`config.mk`:
```
export PLATFORM = sky130hd
export DESIGN_NAME = token_bucket_limiter
export DESIGN_NICKNAME = d
export VERILOG_FILES = /design/src/rtl/rate_limiter_pkg.sv /design/src/rtl/rr_arbiter.sv /design/src/rtl/token_bucket_limiter.sv
export SDC_FILE = /design/constraint.sdc
export NUM_CORES = 1
export LEC_CHECK = 0
export CAP_MARGIN = 20
export CORE_UTILIZATION = 40
export CTS_CLUSTER_DIAMETER = 60
export DETAILED_ROUTE_END_ITERATION = 12
export HOLD_SLACK_MARGIN = 0.06
export PLACE_DENSITY = 0.6
export SYNTH_ARGS = -nofsm -noshare
export SYNTH_HDL_FRONTEND = slang
export SYNTH_SLANG_ARGS = --single-unit
export TNS_END_PERCENT = 1
```
`constraint.sdc`:
```
create_clock -name clk -period 13.76 [get_ports clk]
set_input_delay 1.376 -clock clk [delete_from_list [all_inputs] [get_ports clk]]
set_output_delay 1.376 -clock clk [all_outputs]
set_load 0.01 [all_outputs]
```
`src/rtl/rate_limiter_pkg.sv`:
```
// Shared defaults, bucket level type and sizing helper for the token-bucket
// rate limiter and its round-robin arbiter.
package rate_limiter_pkg;

    localparam int DEF_NUM_CH        = 4;
    localparam int DEF_TOKEN_W       = 16;
    localparam int DEF_MAX_TOKENS    = 100;
    localparam int DEF_REFILL_PERIOD = 1000;
    localparam int DEF_REFILL_AMT    = 1;

    typedef logic [DEF_TOKEN_W-1:0] level_t;

    // Width needed to index n items; never less than one bit.
    function automatic int idx_width(input int n);
        return (n > 1) ? $clog2(n) : 1;
    endfunction

endpackage

```
`src/rtl/rr_arbiter.sv`:
```
// Combinational round-robin selector: grants the first eligible channel at or
// after the priority pointer and proposes the pointer for the next cycle.
module rr_arbiter
    import rate_limiter_pkg::*;
#(
    parameter int NUM_CH = DEF_NUM_CH,
    localparam int PTR_W = idx_width(NUM_CH)
) (
    input  logic [NUM_CH-1:0] eligible,
    input  logic [PTR_W-1:0]  ptr,
    output logic [NUM_CH-1:0] grant,
    output logic [PTR_W-1:0]  next_ptr
);

    logic found;
    int   idx;

    always_comb begin
        // NOTE: every output of a combinational block gets a default before
        // any branch, otherwise a path that skips the assignment infers a latch.
        grant    = '0;
        next_ptr = ptr;
        found    = 1'b0;
        idx      = 0;
        for (int off = 0; off < NUM_CH; off++) begin
            idx = int'(ptr) + off;
            if (idx >= NUM_CH) idx = idx - NUM_CH;
            if (!found && eligible[idx]) begin
                found      = 1'b1;
                grant[idx] = 1'b1;
                next_ptr   = (idx == NUM_CH - 1) ? '0 : PTR_W'(idx + 1);
            end
        end
    end

endmodule

```
`src/rtl/token_bucket_limiter.sv`:
```
// Per-channel token-bucket trade limiter: periodic saturating refill, one
// round-robin grant per cycle, registered approve/reject flags.
module token_bucket_limiter
    import rate_limiter_pkg::*;
#(
    parameter int NUM_CH        = DEF_NUM_CH,
    parameter int TOKEN_W       = DEF_TOKEN_W,
    parameter int MAX_TOKENS    = DEF_MAX_TOKENS,
    parameter int REFILL_PERIOD = DEF_REFILL_PERIOD,
    parameter int REFILL_AMT    = DEF_REFILL_AMT
) (
    input  logic                      clk,
    input  logic                      rst,
    input  logic [NUM_CH-1:0]         trade_request,
    output logic [NUM_CH-1:0]         trade_approved,
    output logic [NUM_CH-1:0]         trade_rejected,
    output logic [NUM_CH*TOKEN_W-1:0] tokens_avail,
    output logic                      refill_pulse
);

    localparam int PTR_W   = idx_width(NUM_CH);
    localparam int TIMER_W = idx_width(REFILL_PERIOD);

    localparam logic [TIMER_W-1:0] TIMER_LAST = TIMER_W'(REFILL_PERIOD - 1);
    localparam logic [TOKEN_W:0]   MAX_EXT    = (TOKEN_W + 1)'(MAX_TOKENS);
    localparam logic [TOKEN_W:0]   AMT_EXT    = (TOKEN_W + 1)'(REFILL_AMT);

    if (NUM_CH < 1 || REFILL_PERIOD < 1 || REFILL_AMT < 1 || REFILL_AMT > MAX_TOKENS ||
        (TOKEN_W < 31 && MAX_TOKENS >= (1 << TOKEN_W))) begin : g_bad_params
        $error("token_bucket_limiter: illegal parameter combination");
    end

    logic [TIMER_W-1:0] timer;
    logic [PTR_W-1:0]   ptr;
    logic [PTR_W-1:0]   next_ptr;
    logic               refill_event;
    logic [NUM_CH-1:0]  eligible;
    logic [NUM_CH-1:0]  grant;
    logic [TOKEN_W-1:0] bucket     [NUM_CH];
    logic [TOKEN_W-1:0] bucket_nxt [NUM_CH];
    logic [TOKEN_W:0]   level_sum  [NUM_CH];

    assign refill_event = (timer == TIMER_LAST);

    always_comb begin
        for (int i = 0; i < NUM_CH; i++) begin
            eligible[i] = trade_request[i] && (bucket[i] != '0);
        end
    end

    rr_arbiter #(
        .NUM_CH (NUM_CH)
    ) u_arb (
        .eligible (eligible),
        .ptr      (ptr),
        .grant    (grant),
        .next_ptr (next_ptr)
    );

    // Refill and consume are folded into one sum so a grant on a refill cycle
    // never loses the refill; saturation is applied after the decrement.
    always_comb begin
        for (int i = 0; i < NUM_CH; i++) begin
            level_sum[i]  = {1'b0, bucket[i]}
                          + (refill_event ? AMT_EXT : '0)
                          - {{TOKEN_W{1'b0}}, grant[i]};
            bucket_nxt[i] = (level_sum[i] > MAX_EXT) ? MAX_EXT[TOKEN_W-1:0]
                                                     : level_sum[i][TOKEN_W-1:0];
        end
    end

    always_ff @(posedge clk) begin
        // NOTE: state registers use non-blocking assignments so every flop
        // samples pre-edge values regardless of statement order.
        if (rst) begin
            timer          <= '0;
            ptr            <= '0;
            trade_approved <= '0;
            trade_rejected <= '0;
            refill_pulse   <= 1'b0;
            for (int i = 0; i < NUM_CH; i++) begin
                bucket[i] <= TOKEN_W'(MAX_TOKENS);
            end
        end else begin
            timer          <= refill_event ? '0 : timer + TIMER_W'(1);
            ptr            <= next_ptr;
            trade_approved <= grant;
            trade_rejected <= trade_request & ~grant;
            refill_pulse   <= refill_event;
            for (int i = 0; i < NUM_CH; i++) begin
                bucket[i] <= bucket_nxt[i];
            end
        end
    end

    for (genvar g = 0; g < NUM_CH; g++) begin : g_levels
        assign tokens_avail[g*TOKEN_W +: TOKEN_W] = bucket[g];
    end

endmodule

```
==> results by group <==
Outcome
  • Status: completed

Floorplan
  • Core Area: 17,300 sq um
  • Die ar.: 18,200 sq um
  • FP Rows: 48
  • Initial Util: 40.9%
  • Die X: 135 um
  • Die Y: 135 um
  • # IOs: 79

STA
  • Final Hold Viols: 0
  • Max_slew headroom: 22.8%
  • Post-route clock period utilization: 48.2%
  • Final Skew: 9.86 ps
  • Worst Max-Slew Pin Slew: 1140 ps
  • Hold_ws: 468 ps
  • RSZ-0062 raised after global routing: false
  • Post-layout min period: 6630 ps
  • Total negative slack: 0 ps
  • Max Fclk: 0.151 GHz
  • Setup-failing EPs final: 0
  • Slew Limit Fails: 0

Synth
  • Flops & latches, synth: 85
  • Commonest register cell after synthesis: dfxtp_1
  • Post-Synthesis Cells: 859
  • Synth Warn #: 0
  • Synth Cell Area: 7080 sq um
  • Async S/R FF share, synth: 0%
  • Post-synthesis cell type count: 82
  • Synth Area per Inst: 8.24 sq um
  • Seq/Total Area, Yosys: 24.0%
  • Post-synth EDFFs: 0

Global routing
  • All-layer global routing usage: 18.9%
  • Largest net degree at the start of global routing: 18
  • Vias in the first global route: 5,940
  • Grt total ovfl: 0
  • Initial antenna violation count: 0
  • First-pass GRT wire length: 27,800 um

Critical path
  • Worst Setup End Kind: register
  • CP cell instances: inv_1, ha_1, nand4_1, o41ai_1, o22ai_1, mux2i_1, nor2_1, a221oi_1, inv_1, ha_1, inv_1, ha_1, fa_1, a211o_1, a31oi_4, o211ai_2, xor2_1, or3_1, nor4_2, o2111ai_2, or4_1
  • Crit-path max cell delay: 1000 ps
  • Crit-path leading delay family: compound AO/OA/AOI/OAI gates
  • Critical path type: reg2reg
  • CP required: 13,990 ps
  • CP max FO: 13
  • Startpoint Class: register
  • CP bufs+invs: 3
  • Worst Path Arrival: 6850 ps
  • Slowest-stage cell, CP: o41ai_1

Layout
  • Area delta synth->final: 20.8%
  • Net count, final: 1,082
  • Share of cells above drive strength 1: 4.72%
  • Antenna cells: 0

Drt
  • Antenna Nets Post-Route: 0
  • Met2 WL: 7430 um
  • First-pass DRT Iterations: 5
  • # DRC: 0
  • DRT Wirelength: 16,600 um
  • WL per Instance: 13.9 um
  • Vias post-DR: 6,367
  • Top Metal Used: met4
  • Met3 wire length: 863 um
  • Routed metal-1 wirelength: 8100 um
  • Initial DRC count: 301
  • Via density: 5.31

Clocking
  • CTS Buf Count: 9
  • CTS clk-pin slew, worst paths: 70 ps
  • PostCTS Resize Cnt: 0
  • Clock latency at the later pin of the worst-skew pair: 350 ps
  • Clock Tree Buf Depth: 2
  • Post-CTS setup buffer count: 0
  • CTS HTree Levels: 3
  • Clock Sinks: 85
  • Hold-fix buffers at CTS: 0
  • Root Buffer Master: clkbuf_16
  • CTS tree: done

Place
  • Gpl congestion: 0.903
  • Port buffer count: 78
  • Dpl hpwl: 12,900 um

Pwr
  • Register share of total power: 30.3%
  • Net Sw Power: 0.000327 W
  • Peak VDD IR: 0.0000727 V
  • Cell internal pwr: 0.000589 W
  • Sw Share: 35.7%
  • Final Power: 0.000916 W
  • P_leak: 3.74 nW
  • Comb pwr share: 40.0%
  • PwrDens: 107 nW/um^2
  • Clock power frac: 29.7%

Hold path
  • HP Class: reg2reg

Job
  • Max-Cap Viols: 0
==> state kept, by name, indices dropped and copies added, names as in the netlist <==
| signal | cells |
|---|---|
| bucket | 64 |
| ptr | 2 |
| refill_pulse | 1 |
| timer | 10 |
| trade_approved | 4 |
| trade_rejected | 4 |
==> metrics by stage <==
stage / cell area (sq um) / instances / setup WS [ps] / util [%]
2_1_floorplan: 7210 / 894 / 7980 / -
3_3_place_gp: 8220 / 1183 / 7010 / 47.5
3_5_place_dp: 8220 / 1183 / 6870 / 47.5
4_1_cts: 8550 / 1199 / 7210 / 49.4
5_1_grt: 8550 / 1199 / 6720 / 49.4
6_report: 8550 / 1199 / 7130 / 49.4
==> final timing paths <==
check,from,to,slack (ps),cells past startpoint
max,bucket[1][4],bucket[3][6],7130,21
min,timer[0],timer[0],470,1
max reg2reg,bucket[1][4],bucket[3][6],7130,21
min reg2reg,timer[0],timer[0],470,1
==> layout by cell type, fill, tap and decap left out, types with 5 or more instances in the layout <==
master | netlist | final
xor2_1 | 23 | 23
nor2_1 | 59 | 59
nor3b_1 | 10 | 10
nand4b_1 | 6 | 6
and3_1 | 6 | 6
nor4_1 | 9 | 9
dfxtp_1 | 85 | 85
nor3_1 | 21 | 21
nand2_1 | 30 | 30
nand2b_1 | 18 | 18
or4_1 | 5 | 5
ha_1 | 103 | 103
or2_2 | 6 | 6
o2111ai_1 | 7 | 7
o21bai_1 | 10 | 10
clkdlybuf4s50_1 | 0 | 78
a21oi_1 | 61 | 61
conb_1 | 1 | 36
inv_1 | 103 | 103
clkbuf_16 | 0 | 9
or3_1 | 11 | 11
nand3_1 | 18 | 18
nor2b_1 | 30 | 30
mux2i_1 | 7 | 7
o21ai_0 | 39 | 39
a21o_1 | 10 | 10
and2_1 | 9 | 9
nand3b_1 | 5 | 5
a211o_1 | 5 | 5
nand4_1 | 15 | 15
o211ai_1 | 12 | 12
xnor2_1 | 20 | 20
a31oi_1 | 9 | 9
==> final cells by class <==
cell class	instances	area, sq um
Fill cell	1698	8750
Multi-Input combinational cell	689	5050
Sequential cell	85	1700
Timing Repair Buffer	80	796
Inverter	104	390
Tap cell	225	282
Clock buffer	10	239
Clock inverter	6	86.3
==> synthesized netlist by cell type, drive strengths merged, types with 5 or more instances <==
cell type,n,area share [%]
nand2,30,1.6
a211oi,5,0.60
xnor2,20,2.5
or3,11,0.97
nand4,15,1.3
a21o,10,1.1
clkbuf,15,0.80
nor4,11,1.1
nor3b,11,1.2
nand2b,18,1.6
nand3b,5,0.53
o21ai,43,3.0
ha,103,18
o211ai,13,1.4
a211o,5,0.62
and2,9,0.80
dfxtp,85,24
a31oi,10,1.1
nand3,18,1.3
a21oi,62,4.4
nor3,21,1.5
or2,7,0.62
o2111ai,8,1.1
nor2b,30,2.7
nand4b,6,0.74
o21bai,10,1.1
and3,6,0.53
mux2i,7,0.99
or4,5,0.53
nor2,59,3.1
xor2,23,2.8
inv,103,5.5
==> power groups by stage <==
stage	sequential (W)	clock, W	combinational, W
5_1_grt	0.000280	0.000290	0.000412
2_1_floorplan	0.000285	0	0.000264
3_3_place_gp	0.000283	0	0.000363
6_report	0.000277	0.000272	0.000367
3_5_place_dp	0.000283	0	0.000361
4_1_cts	0.000277	0.000280	0.000364
==> kinds of logic after synthesis <==
family,Yosys count,synth area share (%)
DFF,85,24.0
muxes,13,2.26
adders and majority gates,107,19.3
xor gates and xnor gates,43,5.32
other,1,0.0530
AOI/OAI and AO/OA,217,21.0
and+or+nand+nor,273,21.6
buffers and inverters,120,6.38
==> layer usage <==
layer	up-vias	track usage (%)
met5	-	0
met4	0	6.62
met3	16	3.45
met2	170	30.0
met1	2907	25.6
li1	3274	-
No activity file was read; power rests on OpenSTA's default activity.
